==> src/rtl/gpio_ctrl.sv <==
// gpio_ctrl -- register-mapped controller for the padframe GPIO bank.
//
// Sits between the design core and the pad cells. It drives the pad output,
// direction and pull-enable from bus registers. It synchronises and debounces
// the pad inputs, and latches debounced rising/falling edges into sticky W1C
// status registers. irq is the OR of the enabled status bits.
//
// Ports:
//   clk, rst              system clock, asynchronous active-high reset
//   req_valid/write/addr/wdata
//                         single-cycle bus request, always accepted
//   rsp_valid, rsp_rdata  registered read response, one cycle after a read
//   gpio_in               raw asynchronous pad inputs
//   gpio_out/dir/pullen   pad drive, direction (1=input), pull enable
//   irq                   level interrupt
//
// Register map (index = req_addr):
//   0 OUT rw | 1 DIR rw | 2 PULLEN rw | 3 IN ro | 4 RISE w1c | 5 FALL w1c
//   6 IRQ_EN rw | 7 reserved
// Bits at or above N_GPIO read as 0 and ignore writes.

// Per-bit input path: two-flop synchroniser, then a debounce counter.
// rise/fall pulse for one cycle in the cycle whose closing edge flips deb.
module gpio_deb #(
    parameter int DEB_CYCLES = 4
) (
    input  logic clk,
    input  logic rst,
    input  logic pin,
    output logic deb,
    output logic rise,
    output logic fall
);
    localparam int CW = (DEB_CYCLES > 1) ? $clog2(DEB_CYCLES) : 1;

    logic          s1, s2;
    logic [CW-1:0] cnt;
    logic          upd;

    // s2 has disagreed with deb for DEB_CYCLES consecutive samples.
    assign upd  = (s2 != deb) && (cnt == CW'(DEB_CYCLES - 1));
    assign rise = upd &  s2;
    assign fall = upd & ~s2;

    always_ff @(posedge clk or posedge rst) begin
        if (rst) begin
            s1  <= 1'b0;
            s2  <= 1'b0;
            deb <= 1'b0;
            cnt <= '0;
        end else begin
            s1 <= pin;
            s2 <= s1;
            if (s2 == deb) begin
                cnt <= '0;
            end else if (upd) begin
                deb <= s2;
                cnt <= '0;
            end else begin
                cnt <= cnt + CW'(1);
            end
        end
    end
endmodule

module gpio_ctrl #(
    parameter int N_GPIO     = 25,
    parameter int DW         = 32,
    parameter int DEB_CYCLES = 4
) (
    input  logic              clk,
    input  logic              rst,
    input  logic              req_valid,
    input  logic              req_write,
    input  logic [2:0]        req_addr,
    input  logic [DW-1:0]     req_wdata,
    output logic              rsp_valid,
    output logic [DW-1:0]     rsp_rdata,
    input  logic [N_GPIO-1:0] gpio_in,
    output logic [N_GPIO-1:0] gpio_out,
    output logic [N_GPIO-1:0] gpio_dir,
    output logic [N_GPIO-1:0] gpio_pullen,
    output logic              irq
);
    localparam logic [2:0] A_OUT  = 3'd0;
    localparam logic [2:0] A_DIR  = 3'd1;
    localparam logic [2:0] A_PULL = 3'd2;
    localparam logic [2:0] A_IN   = 3'd3;
    localparam logic [2:0] A_RISE = 3'd4;
    localparam logic [2:0] A_FALL = 3'd5;
    localparam logic [2:0] A_IEN  = 3'd6;

    logic [N_GPIO-1:0] r_out, r_dir, r_pull, r_rise, r_fall, r_ien;
    logic [N_GPIO-1:0] deb, rise_evt, fall_evt;
    logic [N_GPIO-1:0] wd, clr_rise, clr_fall;
    logic [DW-1:0]     rd_val;
    logic              wr, rd;

    // Per-lane synchroniser + debouncer
    for (genvar i = 0; i < N_GPIO; i++) begin : g_lane
        gpio_deb #(.DEB_CYCLES(DEB_CYCLES)) u_deb (
            .clk  (clk),
            .rst  (rst),
            .pin  (gpio_in[i]),
            .deb  (deb[i]),
            .rise (rise_evt[i]),
            .fall (fall_evt[i])
        );
    end

    // Write data bits above N_GPIO are architecturally ignored.
    if (DW > N_GPIO) begin : g_hi
        logic unused_hi;
        assign unused_hi = ^req_wdata[DW-1:N_GPIO];
    end

    assign wr = req_valid &  req_write;
    assign rd = req_valid & ~req_write;
    assign wd = req_wdata[N_GPIO-1:0];

    assign clr_rise = (wr && req_addr == A_RISE) ? wd : '0;
    assign clr_fall = (wr && req_addr == A_FALL) ? wd : '0;

    always_comb begin
        rd_val = '0;
        case (req_addr)
            A_OUT:   rd_val = DW'(r_out);
            A_DIR:   rd_val = DW'(r_dir);
            A_PULL:  rd_val = DW'(r_pull);
            A_IN:    rd_val = DW'(deb);
            A_RISE:  rd_val = DW'(r_rise);
            A_FALL:  rd_val = DW'(r_fall);
            A_IEN:   rd_val = DW'(r_ien);
            default: rd_val = '0;
        endcase
    end

    always_ff @(posedge clk or posedge rst) begin
        if (rst) begin
            r_out     <= '0;
            r_dir     <= '1;
            r_pull    <= '0;
            r_rise    <= '0;
            r_fall    <= '0;
            r_ien     <= '0;
            rsp_valid <= 1'b0;
            rsp_rdata <= '0;
        end else begin
            if (wr) begin
                case (req_addr)
                    A_OUT:   r_out  <= wd;
                    A_DIR:   r_dir  <= wd;
                    A_PULL:  r_pull <= wd;
                    A_IEN:   r_ien  <= wd;
                    default: ;
                endcase
            end
            // Set term is OR'd after the clear so a same-edge event wins.
            // Status only records edges on pins currently configured as inputs.
            r_rise <= (r_rise & ~clr_rise) | (rise_evt & r_dir);
            r_fall <= (r_fall & ~clr_fall) | (fall_evt & r_dir);

            rsp_valid <= rd;
            if (rd) rsp_rdata <= rd_val;
        end
    end

    assign gpio_out    = r_out;
    assign gpio_dir    = r_dir;
    assign gpio_pullen = r_pull;
    assign irq         = |((r_rise | r_fall) & r_ien);
endmodule
==> config.mk <==
export PLATFORM = sky130hd
export DESIGN_NAME = gpio_ctrl
export DESIGN_NICKNAME = d
export VERILOG_FILES = /design/src/rtl/gpio_ctrl.sv
export SDC_FILE = /design/constraint.sdc
export NUM_CORES = 1
export LEC_CHECK = 0
export CORE_ASPECT_RATIO = 0.6
export CORE_MARGIN = 5
export CORE_UTILIZATION = 45
export CTS_CLUSTER_DIAMETER = 120
export DETAILED_ROUTE_END_ITERATION = 10
export GPL_TIMING_DRIVEN = 0
export HOLD_SLACK_MARGIN = 0.12
export PLACE_DENSITY = 0.74
export REMOVE_ABC_BUFFERS = 1
export SLEW_MARGIN = 20
export SYNTH_ARGS = -nofsm -noshare
export SYNTH_HDL_FRONTEND = slang
export SYNTH_SLANG_ARGS = --single-unit
==> constraint.sdc <==
create_clock -name clk -period 10.23 [get_ports clk]
set_input_delay 1.5345 -clock clk [delete_from_list [all_inputs] [get_ports clk]]
set_output_delay 1.5345 -clock clk [all_outputs]
set_load 0.01 [all_outputs]
==> impl_summary.txt <==
----------------------------------------------------
[Status]
  Status ... finished, final reports clean

[Placement]
  Post-detailed-placement half-perimeter wirelength ... 22700 um
  Total of buffers placed on input and output ports ... 158
  RD Place Congestion ... 0.822
  Total placed cells including tap cells ... 1480
  Post-DP Area ... 15100 um^2
  Worst setup timing slack at the placement stage ... 5.94 ns

[Routing]
  Via count normalized by instance count ... 5.77
  Post-route antenna net violation count ... 0
  Aggregate routed wire length ... 33500 um
  Number of detailed-route iterations in the first pass ... 6
  DRC violation count after routing ... 0
  Vias post-DR ... 8840
  Routed length per instance ... 21.9 um
  Number of DRC markers after the initial detailed-route iteration ... 783

[STA]
  Slew at the pin closest to its max-slew limit ... 1.11 ns
  RSZ-0062 raised after global routing ... false
  Max-Slew Margin vs Limit ... 26.2%
  Period utilisation layout ... 40.2%
  Endpoints failing hold ... 0
  Pins Over Slew Limit ... 0
  Final Skew ... 0.0222 ns
  Max frequency ... 0.243 GHz
  Final setup viols ... 0
  Final critical path time including I/O delays and setup ... 4.11 ns
  Setup slack of the critical path after layout ... 6.12 ns
  Post-Route Hold Slack ... 0.347 ns

[GRT]
  Grt ovf ... 0
  Gr usage total ... 20.7%
  First-pass GRT wire length ... 53600 um
  Via count of the first global-routing pass ... 9174
  Antenna violations before repair ... 0
  Pin count of the biggest net entering global routing ... 100

[Pwr]
  Net Switching ... 1.14 mW
  Share of power burned in combinational logic ... 26.0%
  Total leakage power ... 6.79 nW
  Share of total power consumed by net switching ... 29.2%
  Pwr/cell area ... 243 nW/um^2
  Portion of total power attributed to the clock network ... 27.9%
  Register share of total power ... 46.1%
  Internal power consumption ... 2.77 mW
  Worst vdd rail ir drop ... 0.109 mV

[Layout]
  Number of fill cells in the layout ... 2330
  Antenna diode count ... 0
  Share of post-route cells with drive strength above 1 ... 22.3%
  Final core occ ... 56.3%
  Post-route cell area ... 16100 um^2
  Layout Area Growth over Synthesis ... 24.1%
  Non-Filler Instances ... 1533
  # nets final ... 1225

[Job]
  MaxCap Viol Count ... 0

[Synthesis]
  Top FF cell, synth ... sky130_fd_sc_hd__dfrtp_1
  Post-Synthesis Cells ... 978
  Library cells used by synthesis ... 48
  Count of flip-flops with a built-in enable after synthesis ... 0
  Portion of the post-synthesis area used by sequential elements ... 58.4%
  Asr flop ratio synth ... 100%
  Syn Area/Cell ... 13.2 um^2
  Leading area contributor after synthesis ... sky130_fd_sc_hd__dfrtp_1
  Flip-flop and latch count after synthesis ... 301
  Cell area after technology mapping ... 13000 um^2
  Biggest area contributors in the synthesized netlist ... sky130_fd_sc_hd__dfrtp_1, sky130_fd_sc_hd__mux2_2, sky130_fd_sc_hd__dfstp_2
  Yosys warnings ... 0
  Top-area cell type share of the netlist area ... 53.3%

[Clock tree]
  Number of H-tree branching levels ... 1
  TritonCTS clock tree ... built
  Worst skew pair latency ... 0.56 ns
  Number of setup buffers added after CTS ... 0
  Root Buffer Master ... sky130_fd_sc_hd__clkbuf_16
  Clock edge transition at the registers on the reported setup and hold paths ... 0.06 ns
  Number of buffers created by CTS ... 29
  Total of hold buffers inserted after clock tree synthesis ... 0
  Clock Tree Buf Depth ... 3
  Post-cts repair resize count ... 0
  Num Clock Sinks ... 301

[Setup path]
  Reg2reg setup slack ... 8.83 ns
  Number of cells traversed by the worst register-to-register path ... 4
  Reg-to-reg critical path startpoint ... gpio_dir[15]
  Launching element type of the critical path ... register
  Maximum fanout count along the critical path ... 3
  Reg-to-Reg End ... rsp_rdata[15]
  Kind of critical path ... reg2out
  Data arrival time of the critical path ... 2.57 ns
  WP data required ... 8.70 ns
  Capturing element type of the critical path ... output pin

[Min path]
  Hold Path Class ... reg2reg
  Hold path cells ... 0
  Worst-case hold path end point ... g_lane[13].u_deb.s2
  Worst hold path startpoint ... g_lane[13].u_deb.s1

[Floorplanning]
  Number of placement rows ... 48
  Vertical extent of the die ... 141 um
  Ports ... 173
  Horiz. Die Dim ... 229 um
  Initial cell density of the core ... 45.3%
  Core ar. ... 28600 um^2
  Die footprint ... 32400 um^2

----------------------------------------------------
-- power by group through the flow --
stage | clock (mW) | combinational, mW | sequential [mW]
floorplan | 0 | 0.575 | 1.78
global placement | 0 | 0.983 | 1.80
detailed placement | 0 | 1.02 | 1.81
CTS | 1.12 | 1.03 | 1.80
global route | 1.17 | 1.12 | 1.84
finish | 1.09 | 1.02 | 1.80
-- how the worst max path moves through the flow --
stage / from / end / cells past startpoint
after floorplan: rst / g_lane[0].u_deb.cnt[0] / 1
after global placement: rst / g_lane[6].u_deb.s2 / 2
after detailed placement: req_addr[0] / r_fall[5] / 7
after CTS: r_fall[12] / irq / 5
after global routing: r_fall[12] / irq / 5
final: r_fall[12] / irq / 5
-- logic make-up (layout without fill, tap and decap cells) --
family                     after synthesis  in the layout  synth area share (%)
and+or+nand+nor                        241            241                  10.6
adders and majority gates               25             25                  2.41
AOI/OAI and AO/OA                      177            177                  11.1
buffers and inverters                   58            232                  2.48
muxes                                  175            175                  15.0
DFF                                    301            301                  58.4
other                                    1              7                0.0290
-- through the flow --
stage	total power, mW	setup TNS, ns
after floorplan	2.36	0
after global placement	2.78	-878.90
after detailed placement	2.83	0
after CTS	3.95	0
after global routing	4.14	0
final	3.91	0
-- layout by cell type, fill, tap and decap left out, types with 21 or more instances in the layout --
cell / Yosys / final
sky130_fd_sc_hd__o21ai_0: 25 / 25
sky130_fd_sc_hd__nand2_1: 54 / 54
sky130_fd_sc_hd__mux2i_1: 25 / 25
sky130_fd_sc_hd__ha_1: 25 / 25
sky130_fd_sc_hd__nor3_1: 21 / 21
sky130_fd_sc_hd__nor2b_1: 75 / 72
sky130_fd_sc_hd__a22o_1: 25 / 25
sky130_fd_sc_hd__dfrtp_1: 276 / 276
sky130_fd_sc_hd__clkbuf_16: 0 / 29
sky130_fd_sc_hd__a32o_1: 50 / 50
sky130_fd_sc_hd__clkdlybuf4s50_1: 0 / 155
sky130_fd_sc_hd__mux2_2: 149 / 149
sky130_fd_sc_hd__dfstp_2: 25 / 25
-- worst max-delay path, cell delays in order (launching register included) --
cell and delay [ns]:
sky130_fd_sc_hd__dfrtp_1 0.39, sky130_fd_sc_hd__o21ai_0 0.41, sky130_fd_sc_hd__nand4_1 0.28, sky130_fd_sc_hd__nor4_1 0.32, sky130_fd_sc_hd__nand2_1 0.12, sky130_fd_sc_hd__clkdlybuf4s50_1 0.50
-- sequential cells by signal, summed over array words and instances (netlist names) --
| register | cells |
|---|---|
| g_lane.u_deb.cnt | 50 |
| g_lane.u_deb.deb | 25 |
| g_lane.u_deb.s1 | 25 |
| g_lane.u_deb.s2 | 25 |
| gpio_dir | 25 |
| gpio_out | 25 |
| gpio_pullen | 25 |
| r_fall | 25 |
| r_ien | 25 |
| r_rise | 25 |
| rsp_rdata | 25 |
| rsp_valid | 1 |
-- cell type report --
cell class	count	area, um^2	area share [%]
Inverter	3	18.8	0.117
Clock buffer	47	893	5.56
Clock inverter	6	82.6	0.514
Tap cell	375	469	2.92
Multi-Input combinational cell	625	5120	31.9
Timing Repair Buffer	176	1930	12.0
Sequential cell	301	7560	47.0
-- synthesized netlist by cell type (2+ instances only) --
| cell | count |
|---|---|
| sky130_fd_sc_hd__o211ai_1 | 12 |
| sky130_fd_sc_hd__ha_1 | 25 |
| sky130_fd_sc_hd__buf_1 | 2 |
| sky130_fd_sc_hd__a21oi_1 | 4 |
| sky130_fd_sc_hd__nand2b_1 | 2 |
| sky130_fd_sc_hd__nor3b_4 | 2 |
| sky130_fd_sc_hd__o21ai_0 | 25 |
| sky130_fd_sc_hd__and2_1 | 15 |
| sky130_fd_sc_hd__nand3_1 | 10 |
| sky130_fd_sc_hd__nor4b_1 | 2 |
| sky130_fd_sc_hd__nand3b_1 | 14 |
| sky130_fd_sc_hd__nor3b_1 | 6 |
| sky130_fd_sc_hd__nor3_1 | 21 |
| sky130_fd_sc_hd__and4_1 | 2 |
| sky130_fd_sc_hd__o21a_1 | 11 |
| sky130_fd_sc_hd__a22o_1 | 25 |
| sky130_fd_sc_hd__inv_1 | 3 |
| sky130_fd_sc_hd__buf_2 | 14 |
| sky130_fd_sc_hd__or2_2 | 5 |
| sky130_fd_sc_hd__mux2i_1 | 25 |
| sky130_fd_sc_hd__a22oi_1 | 20 |
| sky130_fd_sc_hd__a32o_1 | 50 |
| sky130_fd_sc_hd__clkbuf_1 | 16 |
| sky130_fd_sc_hd__nor2b_1 | 75 |
| sky130_fd_sc_hd__dfrtp_1 | 276 |
| sky130_fd_sc_hd__o21ai_1 | 2 |
| sky130_fd_sc_hd__mux2_2 | 149 |
| sky130_fd_sc_hd__dfstp_2 | 25 |
| sky130_fd_sc_hd__nor2_1 | 21 |
| sky130_fd_sc_hd__nand2_1 | 54 |
| sky130_fd_sc_hd__a32oi_1 | 12 |
| sky130_fd_sc_hd__nand4_1 | 5 |
| sky130_fd_sc_hd__o221ai_1 | 11 |
| sky130_fd_sc_hd__buf_4 | 23 |
-- layer usage --
| layer | track usage, % | part of all wire [%] | vias to the layer above |
|---|---|---|---|
| met5 | 0 | 0 | - |
| met4 | 5.37 | 2.5 | 0 |
| met3 | 3.78 | 6.0 | 54 |
| met2 | 31.1 | 44 | 311 |
| met1 | 31.2 | 48 | 4539 |
| li1 | - | - | 3936 |
No activity file was read; power rests on OpenSTA's default activity.
